==> src/rtl/input_conditioner.sv <==
// Synchronises, debounces and edge-detects an asynchronous single-bit input.
// Debounce FSM and counter are compiled in only when INPUT_COND_DEBOUNCE_EN is defined.
module input_conditioner #(
  parameter int unsigned SYNC_STAGES     = 2,
  parameter int unsigned DEBOUNCE_CYCLES = 4,
  parameter logic        RESET_LEVEL     = 1'b0
) (
  input  logic clk,
  input  logic reset,
  input  logic d_async_i,
  output logic level_o,
  output logic rise_o,
  output logic fall_o,
  output logic glitch_o
);

  if (SYNC_STAGES < 2) begin : g_bad_sync
    $error("input_conditioner: SYNC_STAGES must be >= 2");
  end
  if (DEBOUNCE_CYCLES < 1) begin : g_bad_debounce
    $error("input_conditioner: DEBOUNCE_CYCLES must be >= 1");
  end

  // Plain flop chain into the clk domain; s is the last stage
  logic [SYNC_STAGES-1:0] sync_q;
  logic                   s;

  always_ff @(posedge clk or posedge reset) begin
    if (reset) sync_q <= {SYNC_STAGES{RESET_LEVEL}};
    else       sync_q <= {sync_q[SYNC_STAGES-2:0], d_async_i};
  end

  assign s = sync_q[SYNC_STAGES-1];

`ifdef INPUT_COND_DEBOUNCE_EN

  localparam int unsigned CNT_W = (DEBOUNCE_CYCLES > 1) ? $clog2(DEBOUNCE_CYCLES) : 1;
  localparam logic [CNT_W-1:0] CNT_LAST = CNT_W'(DEBOUNCE_CYCLES - 1);

  localparam logic [0:0] ST_STABLE  = 1'b0;
  localparam logic [0:0] ST_PENDING = 1'b1;

  logic [0:0]       state_q, state_d;
  logic [CNT_W-1:0] count_q, count_d;
  logic             level_d, rise_d, fall_d, glitch_d;

  always_ff @(posedge clk or posedge reset) begin
    if (reset) begin
      state_q <= ST_STABLE;
      count_q <= '0;
    end else begin
      state_q <= state_d;
      count_q <= count_d;
    end
  end

  // Next state; an accepted value always lands back in STABLE with a fresh count
  always_comb begin
    state_d  = state_q;
    count_d  = count_q;
    level_d  = level_o;
    rise_d   = 1'b0;
    fall_d   = 1'b0;
    glitch_d = 1'b0;
    case (state_q)
      ST_STABLE: begin
        if (s != level_o) begin
          if (DEBOUNCE_CYCLES == 1) begin
            level_d = s;
            rise_d  = s;
            fall_d  = ~s;
            count_d = '0;
          end else begin
            state_d = ST_PENDING;
            count_d = CNT_W'(1);
          end
        end
      end
      ST_PENDING: begin
        if (s == level_o) begin
          state_d  = ST_STABLE;
          count_d  = '0;
          glitch_d = 1'b1;
        end else if (count_q == CNT_LAST) begin
          state_d = ST_STABLE;
          count_d = '0;
          level_d = s;
          rise_d  = s;
          fall_d  = ~s;
        end else begin
          count_d = count_q + CNT_W'(1);
        end
      end
      default: begin
        state_d = ST_STABLE;
        count_d = '0;
      end
    endcase
  end

  always_ff @(posedge clk or posedge reset) begin
    if (reset) begin
      level_o  <= RESET_LEVEL;
      rise_o   <= 1'b0;
      fall_o   <= 1'b0;
      glitch_o <= 1'b0;
    end else begin
      level_o  <= level_d;
      rise_o   <= rise_d;
      fall_o   <= fall_d;
      glitch_o <= glitch_d;
    end
  end

`else

  // Without debounce the level simply follows s one cycle later
  always_ff @(posedge clk or posedge reset) begin
    if (reset) begin
      level_o <= RESET_LEVEL;
      rise_o  <= 1'b0;
      fall_o  <= 1'b0;
    end else begin
      level_o <= s;
      rise_o  <= s & ~level_o;
      fall_o  <= ~s & level_o;
    end
  end

  assign glitch_o = 1'b0;

`endif

endmodule

==> config.mk <==
export PLATFORM = sky130hd
export DESIGN_NAME = input_conditioner
export DESIGN_NICKNAME = d
export VERILOG_FILES = /design/src/rtl/input_conditioner.sv
export SDC_FILE = /design/constraint.sdc
export NUM_CORES = 1
export LEC_CHECK = 0
export CAP_MARGIN = 10
export CORE_AREA = 3 3 40 42
export CTS_BUF_LIST = sky130_fd_sc_hd__clkbuf_8
export DETAILED_ROUTE_END_ITERATION = 10
export DIE_AREA = 0 0 43 45
export GPL_TIMING_DRIVEN = 0
export PLACE_DENSITY_LB_ADDON = 0.25
export SKIP_LAST_GASP = 1
export SLEW_MARGIN = 5
export SYNTH_ARGS = -nofsm -noshare
export SYNTH_HDL_FRONTEND = slang
export SYNTH_SLANG_ARGS = --single-unit
export TNS_END_PERCENT = 30
==> constraint.sdc <==
create_clock -name clk -period 0.85 [get_ports clk]
set_input_delay 0.17 -clock clk [delete_from_list [all_inputs] [get_ports clk]]
set_output_delay 0.17 -clock clk [all_outputs]
set_load 0.05 [all_outputs]
==> flow_summary.yaml <==
worst_hold_path:
  hold_path_class: "input port to async pin"
global_route:
  grt_max_degree: 6
  grt-ovfl-total: 0
  grt_pass1_vias: 111
  grt_pass1_wl_um: 434
  track_usage_pct: 3.93
  antenna_found_initial: 0
yosys:
  synthXorXnorAreaFrac_pct: 0
  yosys.area_share.simple_pct: 9.68
  synth_nets: 13
  yosys_warnings: 0
  yosysTopAreaCell: "dfrtp_1"
  synth-compound-area-share_pct: 0
  synthTopCellsByArea: "dfrtp_1 (81%), and2b_2 (5.6%), buf_4 (4.8%)"
  syn_area_um2: 155
  synth_cells: 10
  synth_fa_ha_area_share_pct: 0
  synth.mux.area_fraction_pct: 0
  synth.distinct_cells: 6
  synth_top_family_by_area: "simple AND/OR/NAND/NOR gates"
  syn_area_per_cell_um2: 15.5
  yosysSeqAreaShare_pct: 80.6
  synth_seq_cells: 5
  yosysTopAreaCellShare_pct: 80.6
sta:
  fin_ws_ns: -0.0919
  skew_ns: 0.000959
  rsz0062_at_grt: "yes"
  hold_viol: 0
  whs_ns: 0.151
  min_period_ns: 0.942
  clock.fmax_mhz: 1060
  tns_ns: -0.259
  slew_violations: 0
  min_period_over_period_pct: 111
  finalSetupViolations: 3
worst_setup_path:
  cpMaxStageDelayCell: "dfrtp_1"
  path_max_fanout: 1
  cp.buffers_inverters: 1
  start_kind: "register"
  crit_required_ns: 0.68
  slowest_delay_ns: 0.30
  crit_path_cell_trace: "buf_2"
  endpoint_kind: "primary output"
  worstPathArrival_ns: 0.77
  crit_family: "flip-flops"
  worst-setup-path-type: "register to primary output"
cts:
  cts_inserted_buffers: 3
  cts_root_buffer: "clkbuf_8"
  cts_num_sinks: 5
  cts_hold_buf: 0
  ctsHtreeMaxLevel: 1
  path_clk_slew_ns: 0.03
  clock_latency_ns: 0.22
  cts_tree: "yes"
  cts.path.max_buffers: 2
routing:
  via_per_inst: 2.80
  post_drt_wl_per_cell_um: 6.74
  num_vias: 98
  firstDrtPassIters: 1
  routed_wl_um: 236
  ant_nets: 0
  drt_iter0_drc: 0
  route.detailed.drc: 0
cells_and_area:
  stdcell_count: 35
  drive_gt1_share_pct: 50.0
  num_antenna_cells: 0
  nets: 24
  areaGrowthSynthToFinish_pct: 77.4
placed_design:
  dp.cells: 30
  gp_congestion: 0.530
  portBuffers: 5
power:
  p_per_area_mw_per_mm2: 2720
  leakagePower_nw: 0.138
  peakVddDrop_mv: 0.968
run_status:
  violations: "negative setup slack"
  status: "finished with violations"
floorplan:
  ios: 7
  row_count: 13
  dieWidth_um: 43
  die_h_um: 45
  initial_utilization_pct: 12.1
  die-area_mm2: 0.00194
  core_area_mm2: 0.00128
job:
  max-cap-violations: 0
[cell usage in the layout, fill, tap and decap left out, drive strengths merged]
cell           n
and2b          1
buf            5
clkdlybuf4s50  2
conb           1
nor2b          1
clkbuf         3
dfrtp          5
inv            2
[cell usage after synthesis]
cell     instances
dfrtp_1          5
buf_4            1
inv_1            1
and2b_2          1
conb_1           1
nor2b_1          1
[final timing paths]
path                       startpoint         to  slack [ns]  cells after the start
min                             reset     rise_o        0.15                      2
max reg2reg                   level_o     fall_o        0.03                      2
max                            fall_o     fall_o       -0.09                      1
min in group clk            sync_q[0]  sync_q[1]        0.35                      0
max in group asynchronous       reset    level_o        0.51                      2
min reg2reg                 sync_q[0]  sync_q[1]        0.35                      0
[cell families after synthesis]
family	count (synthesis)
DFF	5
and+or+nand+nor	2
buffers and inverters	2
other	1
[routing by layer]
metal | GRT usage [%] | vias up | part of all wire (%)
li1 | - | 46 | -
met1 | 2.93 | 44 | 34
met2 | 3.89 | 8 | 42
met3 | 6.37 | 0 | 23
met4 | 3.61 | 0 | 0
met5 | 0 | - | 0
[stage by stage]
step / setup slack [ns] / utilization (%) / area [um2] / total power, mW
after CTS: -0.101 / 21.4 / 275 / 0.764
after global placement: -0.464 / 17.5 / 225 / 0.331
after floorplan: 0.00995 / - / 156 / 0.306
after global routing: -0.120 / 21.4 / 275 / 0.789
final: -0.0919 / 21.4 / 275 / 0.750
after detailed placement: -0.468 / 17.5 / 225 / 0.333
[registers in the layout, summed over array words and instances, names as in the netlist]
name and count:
fall_o 1, rise_o 1, level_o 1, sync_q 2
[power by group]
part           total, mW  switching [mW]  internal [mW]  leakage, nW
Clock              0.417           0.108          0.309       0.0269
Combinational     0.0754          0.0467         0.0287       0.0512
Sequential         0.257         0.00501          0.252       0.0597
Total              0.750           0.160          0.590        0.138
[timing repair]
item                                    4_1_cts  5_1_grt
endpoints found under the setup margin        3        3
hold endpoints to repair                      0        0
setup buffers                                 1        0
cloned                                        0        0
gates resized for setup                      19        0
[final cells by class]
cell class,count,area [um2]
Buffer,1,7.51
Clock inverter,1,3.75
Inverter,1,3.75
Tap cell,15,18.8
Timing Repair Buffer,6,55.1
Multi-Input combinational cell,3,18.8
Clock buffer,3,41.3
Fill cell,140,1010
Sequential cell,5,126
Power figures use the tool's default switching activity.
